File: src/rtl/dm_access_ctrl_if.sv
// Request and data-memory port bundle for dm_access_ctrl.
// The slave modport is the controller; the master modport is the CPU side together with the memory model.
interface dm_access_ctrl_if #(
   parameter int ADDR_W = 14
);
   logic              req;
   logic              req_we;
   logic [1:0]        req_size;
   logic              req_sext;
   logic [ADDR_W-1:0] req_addr;
   logic [31:0]       req_wdata;
   logic              ready;
   logic              done;
   logic [31:0]       rdata;
   logic              err;
   logic [ADDR_W-1:0] dm_addr;
   logic [31:0]       dm_din;
   logic              dm_we;
   logic [31:0]       dm_dout;

   modport slave (
      input  req, req_we, req_size, req_sext, req_addr, req_wdata, dm_dout,
      output ready, done, rdata, err, dm_addr, dm_din, dm_we
   );

   modport master (
      output req, req_we, req_size, req_sext, req_addr, req_wdata, dm_dout,
      input  ready, done, rdata, err, dm_addr, dm_din, dm_we
   );
endinterface

File: src/rtl/dm_access_ctrl.sv
// Load/store controller for the word-wide data memory, with read-modify-write for sub-word stores.
// Optional alignment and range checking is enabled with the DM_ACCESS_CHECK_EN macro.
//
// state  | meaning
// IDLE   | ready, waiting for req
// ACCESS | memory addressed; load result or old word captured, SW written
// MERGE  | merged word written back for SB/SH
// RESP   | done (or err) pulse
module dm_access_ctrl #(
   parameter int ADDR_W    = 14,
   parameter int MEM_BYTES = 12288
) (
   input  logic             clk,
   input  logic             rst_n,
   dm_access_ctrl_if.slave  bus
);
   typedef enum logic [1:0] {S_IDLE, S_ACCESS, S_MERGE, S_RESP} state_t;

   state_t            state, state_nxt;
   logic              lat_we;
   logic [1:0]        lat_size;
   logic              lat_sext;
   logic [1:0]        lat_lane;
   logic [15:0]       lat_wdata;
   logic [31:0]       rdata_q;
   logic [ADDR_W-1:0] dm_addr_q;
   logic [31:0]       dm_din_q;
   logic              accept;
   logic              fault;
   logic [31:0]       load_val;
   logic [31:0]       merged;
   logic [31:0]       lane_mask;
   logic [7:0]        byte_val;
   logic [15:0]       half_val;

`ifdef DM_ACCESS_CHECK_EN
   logic        lat_fault;
   logic [31:0] word_end;

   always_comb begin
      word_end = 32'({bus.req_addr[ADDR_W-1:2], 2'b00}) + 32'd3;
      fault    = (bus.req_size == 2'b01 && bus.req_addr[0])
              || (bus.req_size == 2'b10 && bus.req_addr[1:0] != 2'b00)
              || (bus.req_size == 2'b11)
              || (word_end >= 32'(MEM_BYTES));
   end
`else
   assign fault = 1'b0;
`endif

   assign accept = (state == S_IDLE) && bus.req;

   always_ff @(posedge clk or negedge rst_n) begin
      if (!rst_n) state <= S_IDLE;
      else        state <= state_nxt;
   end

   always_comb begin
      state_nxt = state;
      case (state)
         S_IDLE:   if (bus.req) state_nxt = fault ? S_RESP : S_ACCESS;
         S_ACCESS: state_nxt = (lat_we && !lat_size[1]) ? S_MERGE : S_RESP;
         S_MERGE:  state_nxt = S_RESP;
         S_RESP:   state_nxt = S_IDLE;
         default:  state_nxt = S_IDLE;
      endcase
   end

   always_comb begin
      bus.ready = 1'b0;
      bus.done  = 1'b0;
      bus.err   = 1'b0;
      bus.dm_we = 1'b0;
      case (state)
         S_IDLE:   bus.ready = 1'b1;
         S_ACCESS: bus.dm_we = lat_we && lat_size[1];
         S_MERGE:  bus.dm_we = 1'b1;
         S_RESP: begin
`ifdef DM_ACCESS_CHECK_EN
            bus.done = !lat_fault;
            bus.err  = lat_fault;
`else
            bus.done = 1'b1;
`endif
         end
         default: ;
      endcase
   end

   // Lane selection uses addr[1] for halves and addr[1:0] for bytes, so ignored low bits force alignment.
   always_comb begin
      byte_val = 8'(bus.dm_dout >> {lat_lane, 3'b000});
      half_val = lat_lane[1] ? bus.dm_dout[31:16] : bus.dm_dout[15:0];
      case (lat_size)
         2'b00:   load_val = {{24{lat_sext & byte_val[7]}}, byte_val};
         2'b01:   load_val = {{16{lat_sext & half_val[15]}}, half_val};
         default: load_val = bus.dm_dout;
      endcase
      if (lat_size == 2'b00) begin
         lane_mask = 32'h0000_00FF << {lat_lane, 3'b000};
         merged    = (bus.dm_dout & ~lane_mask)
                   | ((32'(lat_wdata[7:0]) << {lat_lane, 3'b000}) & lane_mask);
      end else begin
         lane_mask = 32'h0000_FFFF << {lat_lane[1], 4'b0000};
         merged    = (bus.dm_dout & ~lane_mask)
                   | ((32'(lat_wdata) << {lat_lane[1], 4'b0000}) & lane_mask);
      end
   end

   always_ff @(posedge clk or negedge rst_n) begin
      if (!rst_n) begin
         lat_we    <= 1'b0;
         lat_size  <= 2'b00;
         lat_sext  <= 1'b0;
         lat_lane  <= 2'b00;
         lat_wdata <= 16'h0;
         rdata_q   <= 32'h0;
         dm_addr_q <= '0;
         dm_din_q  <= 32'h0;
      end else begin
         if (accept) begin
            lat_we    <= bus.req_we;
            lat_size  <= bus.req_size;
            lat_sext  <= bus.req_sext;
            lat_lane  <= bus.req_addr[1:0];
            lat_wdata <= bus.req_wdata[15:0];
            if (!fault) begin
               dm_addr_q <= {bus.req_addr[ADDR_W-1:2], 2'b00};
               if (bus.req_we && bus.req_size[1]) dm_din_q <= bus.req_wdata;
            end
         end
         if (state == S_ACCESS) begin
            if (!lat_we)            rdata_q  <= load_val;
            else if (!lat_size[1])  dm_din_q <= merged;
         end
      end
   end

`ifdef DM_ACCESS_CHECK_EN
   always_ff @(posedge clk or negedge rst_n) begin
      if (!rst_n)      lat_fault <= 1'b0;
      else if (accept) lat_fault <= fault;
   end
`endif

   assign bus.rdata   = rdata_q;
   assign bus.dm_addr = dm_addr_q;
   assign bus.dm_din  = dm_din_q;
endmodule

File: src/flat_wrapper.sv
// flat-port wrapper written by rule: the top's interface ports become plain ports
module dm_access_ctrl_flat 
#(
   parameter int ADDR_W    = 14,
   parameter int MEM_BYTES = 12288
)
  (clk, rst_n, bus_req, bus_req_we, bus_req_size, bus_req_sext, bus_req_addr, bus_req_wdata, bus_dm_dout, bus_ready, bus_done, bus_rdata, bus_err, bus_dm_addr, bus_dm_din, bus_dm_we);
  dm_access_ctrl_if #(.ADDR_W(ADDR_W)) bus_i ();
  input  logic clk;
  input  logic rst_n;
  input wire logic [$bits(bus_i.req)-1:0] bus_req;
  input wire logic [$bits(bus_i.req_we)-1:0] bus_req_we;
  input wire logic [$bits(bus_i.req_size)-1:0] bus_req_size;
  input wire logic [$bits(bus_i.req_sext)-1:0] bus_req_sext;
  input wire logic [$bits(bus_i.req_addr)-1:0] bus_req_addr;
  input wire logic [$bits(bus_i.req_wdata)-1:0] bus_req_wdata;
  input wire logic [$bits(bus_i.dm_dout)-1:0] bus_dm_dout;
  output wire logic [$bits(bus_i.ready)-1:0] bus_ready;
  output wire logic [$bits(bus_i.done)-1:0] bus_done;
  output wire logic [$bits(bus_i.rdata)-1:0] bus_rdata;
  output wire logic [$bits(bus_i.err)-1:0] bus_err;
  output wire logic [$bits(bus_i.dm_addr)-1:0] bus_dm_addr;
  output wire logic [$bits(bus_i.dm_din)-1:0] bus_dm_din;
  output wire logic [$bits(bus_i.dm_we)-1:0] bus_dm_we;
  assign bus_i.req = bus_req;
  assign bus_i.req_we = bus_req_we;
  assign bus_i.req_size = bus_req_size;
  assign bus_i.req_sext = bus_req_sext;
  assign bus_i.req_addr = bus_req_addr;
  assign bus_i.req_wdata = bus_req_wdata;
  assign bus_i.dm_dout = bus_dm_dout;
  assign bus_ready = bus_i.ready;
  assign bus_done = bus_i.done;
  assign bus_rdata = bus_i.rdata;
  assign bus_err = bus_i.err;
  assign bus_dm_addr = bus_i.dm_addr;
  assign bus_dm_din = bus_i.dm_din;
  assign bus_dm_we = bus_i.dm_we;
  dm_access_ctrl #(.ADDR_W(ADDR_W), .MEM_BYTES(MEM_BYTES)) u_core (.clk(clk), .rst_n(rst_n), .bus(bus_i));
endmodule
File: config.mk
export PLATFORM = sky130hd
export DESIGN_NAME = dm_access_ctrl_flat
export DESIGN_NICKNAME = d
export VERILOG_FILES = /design/src/rtl/dm_access_ctrl_if.sv /design/src/rtl/dm_access_ctrl.sv /design/src/flat_wrapper.sv
export SDC_FILE = /design/constraint.sdc
export NUM_CORES = 1
export LEC_CHECK = 0
export ABC_AREA = 1
export CORE_ASPECT_RATIO = 0.5
export CORE_MARGIN = 4
export CORE_UTILIZATION = 49
export CTS_CLUSTER_SIZE = 25
export DETAILED_ROUTE_END_ITERATION = 10
export DONT_BUFFER_PORTS = 1
export GPL_TIMING_DRIVEN = 0
export PLACE_DENSITY = 0.61
export SLEW_MARGIN = 20
export SYNTH_ARGS = -nofsm -noshare
export SYNTH_HDL_FRONTEND = slang
export SYNTH_SLANG_ARGS = --single-unit
export TNS_END_PERCENT = 100
File: constraint.sdc
create_clock -name clk -period 4.86 [get_ports clk]
set_input_delay 0.486 -clock clk [delete_from_list [all_inputs] [get_ports clk]]
set_output_delay 0.486 -clock clk [all_outputs]
set_load 0.02 [all_outputs]
==> results of run 1 <==
==> per-layer routing <==
metal | vias up | wire (um)
met3 | 27 | 2440
met1 | 2588 | 9070
met2 | 267 | 7760
li1 | 2553 | -
met4 | 0 | 311
met5 | - | 0
==> cell type report <==
type | instances | area share [%]
well taps | 159 | 3.20
plain buffers | 47 | 4.43
flip-flops and latches | 100 | 40.2
repair buffers | 1 | 0.443
clock buffers | 10 | 3.68
inverters | 83 | 5.09
clock inverters | 6 | 0.905
multi-input cells | 559 | 42.0
==> Yosys cell counts, drive strengths merged <==
library cell,count,area [um^2]
nand3,35,185
nor3,1,10.0
conb,1,3.75
nand2,198,781
clkbuf,13,48.8
o22ai,4,25.0
a31oi,1,6.26
o211ai,8,65.1
buf,34,226
inv,82,313
a21o,1,7.51
o21ai,121,606
dfrtp,100,2500
nand4,4,31.3
clkinv,1,3.75
or2,16,100
o21a,2,15.0
ha,5,62.6
a21oi,67,343
nor2,93,364
==> layout by cell type, fill, tap and decap left out, types with 6 or more instances in the layout <==
master     synthesis  layout
buf_4              8       8
a21oi_1           65      65
o21ai_0          110     110
inv_1             77      77
o21ai_1           11      11
nand2_1          191     191
or2_2             16      16
clkbuf_1          13      14
dfrtp_1          100     100
clkbuf_16          0       9
buf_2             19      19
buf_6              6       6
nor2_1            89      89
nand3_1           33      33
o211ai_1           7       7
==> logic make-up (layout without fill, tap and decap cells) <==
| group | Yosys count | in the layout |
|---|---|---|
| AND/OR/NAND/NOR | 347 | 347 |
| AO/OA/AOI/OAI | 204 | 204 |
| buffers and inverters | 130 | 147 |
| flip-flops | 100 | 100 |
| adder cells (fa/ha/maj) | 5 | 5 |
| other | 1 | 3 |
==> through the flow <==
step                      instances  total power (W)  setup slack (ps)  hold slack [ps]
after detailed placement        948          0.00398              2740              193
final                           965          0.00474              2700             38.6
after global routing            965          0.00511              2580             76.8
after global placement          948          0.00394              2770              193
after floorplan                 789          0.00339              3160              190
after CTS                       965          0.00472              2710             76.6
==> final timing paths <==
| path | startpoint | slack (ps) | end | depth (start not counted) |
|---|---|---|---|---|
| worst max-delay path | u_core.state[0]$_DFFE_PN0P_ | 2700 | u_core.lat_wdata[2]$_DFFE_PN0N_ | 6 |
| worst min-delay path | rst_n | 40 | u_core.bus.rdata[20]$_DFFE_PN0P_ | 1 |
| worst max register to register | u_core.state[0]$_DFFE_PN0P_ | 2700 | u_core.lat_wdata[2]$_DFFE_PN0N_ | 6 |
| worst min register to register | u_core.lat_wdata[6]$_DFFE_PN0N_ | 500 | u_core.lat_wdata[6]$_DFFE_PN0N_ | 2 |
| max in group asynchronous | rst_n | 4400 | u_core.bus.dm_addr[2]$_DFFE_PN0N_ | 1 |
| min in group clk | bus_req_addr[11] | 230 | u_core.bus.dm_addr[11]$_DFFE_PN0N_ | 2 |
==> sequential cells by signal, indices dropped and copies added (netlist names) <==
| signal | flops |
|---|---|
| u_core.bus.dm_addr | 12 |
| u_core.bus.dm_din | 32 |
| u_core.bus.rdata | 32 |
| u_core.lat_lane | 2 |
| u_core.lat_sext | 1 |
| u_core.lat_size | 2 |
| u_core.lat_wdata | 16 |
| u_core.lat_we | 1 |
| u_core.state | 2 |
==> power groups by stage <==
stage	Clock (W)	Combinational, W	Sequential (W)
floorplan	0	0.00154	0.00185
global placement	0	0.00198	0.00197
detailed placement	0	0.00202	0.00197
CTS	0.000719	0.00205	0.00196
global route	0.000757	0.00234	0.00201
finish	0.000715	0.00207	0.00196
==> timing repair <==
| action | CTS | global route |
|---|---|---|
| hold buffers | 1 | 0 |
| endpoints found under the setup margin | 0 | 0 |
| endpoints found under the hold margin | 100 | 0 |
==> impl_metrics.yaml, run 1 <==
setup_path:
  critPathSlowestCell: "clkbuf_1"
  cpMostUsedCell: "inv_1"
  worstPathArrival_ps: 2370
  worstSetupPathType: "flip-flop to flip-flop"
  end_kind: "flip-flop"
  cp_cell_sequence: "inv_1 > ha_1 > nand2_1 > inv_1 > clkbuf_1 > o21ai_0"
  start_kind: "flip-flop"
  critPathBufInv: 3
  critPathTopFamily: "buffers and inverters"
  cp.required_ps: 5060
  cp_max_fo: 10
  max_stage_delay_ps: 540
layout:
  multi_input_area_um2: 2610
  drive_gt1_share_pct: 10.9
  fillerInstances: 1087
  final_nets: 891
  ff_latch_area_um2: 2500
  antennaDiodeCount: 0
  final_core_util_pct: 55.6
  area_delta_synth_final_pct: 9.11
  final_area_um2: 6220
synth:
  synthesis.area_um2: 5700
  synthAdderAreaFrac_pct: 1.10
  postSynthCellCount: 787
  ys_ff_latch: 100
  yosys.area_share.simple_pct: 25.8
  synth_warnings: 0
  synth-xor-area-share_pct: 0
  muxShareOfSynthArea_pct: 0
  post_synth_num_cell_types: 34
  synth_compound_area_share_pct: 18.7
  yosysSeqAreaShare_pct: 43.9
  syn_avg_cell_area_um2: 7.24
  synth_top_family_by_area: "simple AND/OR/NAND/NOR gates"
global_routing:
  antenna_found_initial: 0
  grt_overflow: 0
  grt_max_degree: 101
  track_usage_pct: 29.0
  grt_pass1_vias: 5006
  grt_pass1_wl_um: 30100
  grt_use_met2_pct: 40.3
  met1_usage_pct: 42.7
  grt_util_met3_pct: 11.2
  grt.busiest_layer: "met1"
cts:
  cts_buffers: 9
  cts_setup_buffers: 0
  cts_resized: 0
  cts_sinks: 100
  clockRootBuffer: "clkbuf_16"
  worstSkewPairLatency_ps: 360
  cts_max_path_buffers: 2
  cts_htree_levels: 3
  path_clk_slew_ps: 80
  cts_tree: "yes"
place:
  placed_area_um2: 5910
  gp_congestion: 0.931
  port_buffers: 0
  dp_hpwl_um: 14900
pwr:
  p_sw_share_pct: 51.0
  powerDensity_nw_per_um2: 762
  clock_power_share_pct: 15.1
  switchingPower_w: 0.00242
  p_int_w: 0.00232
  pwr-share-comb_pct: 43.7
  p_leak_nw: 3.12
  worst_ir_drop_vdd_mv: 0.334
  power_frac_seq_pct: 41.3
timing:
  setup_tns_ps: 0
  worst_pin_slew_ps: 656
  max_slew_margin_pct: 56.3
  fin_worst_skew_ps: 11.1
  fin_crit_sh_pct: 44.5
  max_freq_ghz: 0.462
  final_hold_viol_count: 0
  fin_crit_ps: 2160
  grt_setup_unrepaired: "no"
  setup_viol: 0
  slew_violations: 0
floorplanning:
  fp.dieH_um: 84.3
  die_area_um2: 13500
  core-area_um2: 11200
  num_rows: 27
  ios: 167
  start_util_pct: 51.0
  die_x_um: 161
run_status:
  status: "complete, no violations"
drt:
  firstDrtPassIters: 5
  routedWlPerCell_um: 20.3
  drcViolationCount: 0
  via_count: 5435
  via_per_inst: 5.63
  initialDrtViolationCount: 483
  wl_um: 19600
  postRouteAntennaNets: 0
min_path:
  hold_class: "primary input to asynchronous set/reset pin"
job:
  cap_violations: 0
No activity file was read; power rests on OpenSTA's default activity.
==> run 2: changes to the inputs <==
Settings changed: PLACE_DENSITY 0.61 to 0.63.
Clock period 4.86 ns to 1.9 ns, I/O delays scaled along.
==> impl_metrics.yaml, run 2 (synthesized netlist as in run 1, its figures left out) <==
floorplanning:
  start_util_pct: 51.0
  core-area_um2: 11200
  die_area_um2: 13500
  ios: 167
  die_x_um: 161
  num_rows: 27
  fp.dieH_um: 84.3
place:
  port_buffers: 0
  preCtsSetupSlack_ps: -277
  placed_area_um2: 5910
  dp_hpwl_um: 15000
  gp_congestion: 0.919
pwr:
  p_leak_nw: 3.27
  switchingPower_w: 0.00619
  clock_power_share_pct: 14.9
  p_int_w: 0.00604
  worst_ir_drop_vdd_mv: 0.926
  p_sw_share_pct: 50.6
  power_frac_seq_pct: 41.1
  pwr-share-comb_pct: 44.1
  powerDensity_nw_per_um2: 1880
drt:
  routedWlPerCell_um: 20.0
  wl_um: 19800
  via_count: 5454
  initialDrtViolationCount: 565
  via_per_inst: 5.50
  firstDrtPassIters: 5
  drcViolationCount: 0
  postRouteAntennaNets: 0
setup_path:
  cp_max_fo: 10
  cp_cell_sequence: "buf_6 > inv_4 > clkbuf_4 > nor2_1 > o21a_1"
  critPathTopFamily: "buffers and inverters"
  critPathBufInv: 3
  worstSetupPathType: "flip-flop to output port"
  end_kind: "output port"
  critPathSlowestCell: "dfrtp_1"
  worstPathArrival_ps: 1610
  max_stage_delay_ps: 380
  start_kind: "flip-flop"
  cp.required_ps: 1710
timing:
  fin_crit_sh_pct: 94.8
  grt_setup_unrepaired: "no"
  max_slew_margin_pct: 57.8
  max_freq_ghz: 0.555
  worst_pin_slew_ps: 633
  setup_viol: 0
  fin_worst_skew_ps: 10.9
  timing.hold.ws_ps: -465
  final_hold_viol_count: 100
  fin_crit_ps: 1800
  setup_slack_ps: 98.6
  slew_violations: 0
job:
  cap_violations: 0
layout:
  mostFrequentLayoutCells: "nand2_1, o21ai_0, dfrtp_1, nor2_1, inv_1"
  ff_latch_area_um2: 2500
  final_core_util_pct: 58.3
  area_delta_synth_final_pct: 14.4
  drive_gt1_share_pct: 12.8
  multi_input_area_um2: 2640
  final_nets: 918
  antennaDiodeCount: 0
  layout_commonest_cell: "nand2_1"
  fillerInstances: 1061
  final_area_um2: 6520
cts:
  path_clk_slew_ps: 80
  worstSkewPairLatency_ps: 350
  cts_hold_buffers: 25
  cts_max_path_buffers: 2
  cts_buffers: 9
  clockRootBuffer: "clkbuf_16"
  cts_sinks: 100
  cts_htree_levels: 3
  cts_tree: "yes"
global_routing:
  grt_overflow: 0
  grt_pass1_wl_um: 30800
  grt_max_degree: 101
  grt_pass1_vias: 5198
  antenna_found_initial: 0
  track_usage_pct: 29.4
min_path:
  hold_class: "primary input to asynchronous set/reset pin"
run_status:
  status: "finished with violations"
  failed_checks: "negative hold slack"
-- run 2: path summary, 6_finish.rpt --
check                                                 start                          endpoint  slack (ps)  cells after the start
hold / removal                                        rst_n  u_core.bus.rdata[20]$_DFFE_PN0P_        -460                      0
max in group asynchronous                             rst_n   u_core.bus.rdata[4]$_DFFE_PN0P_        2120                      0
hold reg to reg            u_core.lat_wdata[15]$_DFFE_PN0N_  u_core.lat_wdata[15]$_DFFE_PN0N_         510                      2
min in group clk                           bus_req_wdata[8]   u_core.lat_wdata[8]$_DFFE_PN0N_           0                      2
setup / recovery             u_core.lat_size[1]$_DFFE_PN0N_                         bus_dm_we         100                      5
setup reg to reg                u_core.state[1]$_DFFE_PN0P_   u_core.bus.dm_din[12]$_DFF_PN0_         110                      8
-- run 2: metrics by stage --
step	cells	power, W	TNS (ps)
finish	992	0.0122	0
global route	992	0.0132	0
CTS	992	0.0121	0
detailed placement	948	0.0102	-7660
global placement	948	0.0101	-6050
floorplan	789	0.00868	0
-- run 2: cell type report --
type                    count  share of cell area, %
plain buffers              47                   4.66
inverters                  83                   4.85
well taps                 159                   3.05
clock buffers               9                   3.45
clock inverters             7                  0.902
repair buffers             28                   4.18
flip-flops and latches    100                   38.4
multi-input cells         559                   40.5
-- run 2: power groups by stage --
| stage | Clock, W | Sequential (W) | Combinational (W) |
|---|---|---|---|
| 2_1_floorplan | 0 | 0.00473 | 0.00395 |
| 3_3_place_gp | 0 | 0.00503 | 0.00504 |
| 3_5_place_dp | 0 | 0.00505 | 0.00513 |
| 4_1_cts | 0.00183 | 0.00503 | 0.00528 |
| 5_1_grt | 0.00193 | 0.00516 | 0.00608 |
| 6_report | 0.00182 | 0.00503 | 0.00539 |
-- run 2: repair_timing --
action                                  4_1_cts  5_1_grt
hold endpoints to repair                    125      100
gates resized for setup                      14       18
pin swaps                                     2        2
buffers inserted                              3        0
endpoints found under the setup margin       83       67
-- run 2: routing by layer --
metal	GRT usage, %	wire, um
met1	43.2	9050
met2	42.2	8260
met3	10.6	2320
met4	4.76	216
met5	0	0
==> run 3: changes to the inputs <==
Settings changed: CORE_ASPECT_RATIO 0.5 to unset, MAX_ROUTING_LAYER set to met4.
==> impl_metrics.yaml, run 3 (synthesized netlist as in run 1, its figures left out) <==
run_status:
  status: "finished with violations"
  failed_checks: "negative hold slack"
global_routing:
  grt_pass1_wl_um: 31000
  grt_overflow: 0
  track_usage_pct: 31.4
  antenna_found_initial: 1
  grt_max_degree: 101
  grt_pass1_vias: 5527
place:
  placed_area_um2: 5890
  dp_cells: 932
  gp_congestion: 0.916
  port_buffers: 0
  dp_hpwl_um: 15400
timing:
  fin_crit_sh_pct: 94.2
  fin_worst_skew_ps: 11.5
  max_freq_ghz: 0.559
  final_hold_viol_count: 100
  worst_pin_slew_ps: 629
  timing.hold.ws_ps: -474
  grt_setup_unrepaired: "yes"
  fin_crit_ps: 1790
  slew_violations: 0
  setup_viol: 0
  max_slew_margin_pct: 58.1
  setup_tns_ps: 0
drt:
  firstDrtPassIters: 5
  via_per_inst: 5.63
  via_count: 5474
  initialDrtViolationCount: 550
  postRouteAntennaNets: 0
  wl_um: 20000
  routedWlPerCell_um: 20.6
  drcViolationCount: 0
layout:
  mostFrequentLayoutCells: "nand2_1, o21ai_0, dfrtp_1, nor2_1, inv_1"
  ff_latch_area_um2: 2500
  fillerInstances: 1080
  layout_commonest_cell: "nand2_1"
  multi_input_area_um2: 2650
  final_area_um2: 6510
  area_delta_synth_final_pct: 14.2
  drive_gt1_share_pct: 12.6
  layoutNonFillerInstCount: 972
  final_nets: 914
min_path:
  hold_class: "primary input to asynchronous set/reset pin"
floorplanning:
  die_area_um2: 13400
  ios: 167
  core-area_um2: 11400
  start_util_pct: 49.9
  fp.dieH_um: 116
  die_x_um: 116
  num_rows: 39
setup_path:
  worstPathArrival_ps: 2040
  worstSetupPathType: "flip-flop to flip-flop"
  critPathBufInv: 5
  cp_max_fo: 10
  end_kind: "flip-flop"
  max_stage_delay_ps: 420
  cp_cell_sequence: "inv_2 > ha_1 > inv_1 > nor2_4 > inv_2 > buf_2 > a21oi_2 > nand3_1 > nand2_1 > inv_1"
  critPathSlowestCell: "dfrtp_1"
  cp.required_ps: 2150
  critPathTopFamily: "buffers and inverters"
  start_kind: "flip-flop"
cts:
  cts_hold_buffers: 23
  cts_sinks: 100
  worstSkewPairLatency_ps: 350
  cts_max_path_buffers: 2
  clockRootBuffer: "clkbuf_16"
  cts_htree_levels: 3
  path_clk_slew_ps: 70
  cts_buffers: 9
  cts_tree: "yes"
pwr:
  p_leak_nw: 3.26
  powerDensity_nw_per_um2: 1910
  total_power_w: 0.0125
  worst_ir_drop_vdd_mv: 1.06
job:
  cap_violations: 0
## run 3: area by class of cell
cell class,instances,area share [%]
Sequential cell,100,38.5
Multi-Input combinational cell,559,40.7
Clock inverter,4,1.13
Antenna cell,1,0.0385
Clock buffer,11,3.73
Tap cell,143,2.75
Timing Repair Buffer,24,3.65
Buffer,47,4.62
Inverter,83,4.87
## run 3: layer usage
metal | GRT usage, % | up-vias | share of wire, %
met5 | - | - | 0
met4 | 9.59 | 0 | 2.5
met3 | 7.21 | 32 | 9.0
met2 | 48.8 | 254 | 46
met1 | 41.2 | 2589 | 42
li1 | - | 2599 | -
## run 3: final timing paths
path | start | end | slack (ps) | cells past startpoint
worst max-delay path | u_core.state[1]$_DFFE_PN0P_ | u_core.bus.rdata[20]$_DFFE_PN0P_ | 110 | 10
worst min-delay path | rst_n | u_core.bus.dm_din[19]$_DFF_PN0_ | -470 | 0
worst max register to register | u_core.state[1]$_DFFE_PN0P_ | u_core.bus.rdata[20]$_DFFE_PN0P_ | 110 | 10
worst min register to register | u_core.lat_wdata[15]$_DFFE_PN0N_ | u_core.lat_wdata[15]$_DFFE_PN0N_ | 490 | 2
max in group asynchronous | rst_n | u_core.bus.dm_din[31]$_DFF_PN0_ | 2110 | 0
min in group clk | bus_req_wdata[21] | u_core.bus.dm_din[21]$_DFF_PN0_ | 0 | 2
## run 3: timing repair
action / 4_1_cts / 5_1_grt
pin swaps: 0 / 1
buffers inserted: 0 / 1
endpoints found under the setup margin: 78 / 81
hold endpoints to repair: 123 / 100
gates resized for setup: 14 / 17
## run 3: through the flow
step                util (%)  setup WS, ps
finish                  57.0           110
CTS                     56.7          16.4
global placement        51.5          -138
floorplan                  -           196
detailed placement      51.5          -231
global route            57.0         -69.5
## run 3: power by group
group | switching (W) | internal, W | leakage, nW | total, W
Clock | 0.000798 | 0.00118 | 0.156 | 0.00198
Sequential | 0.00180 | 0.00319 | 1.21 | 0.00499
Combinational | 0.00355 | 0.00193 | 1.90 | 0.00548
Total | 0.00615 | 0.00630 | 3.26 | 0.0125
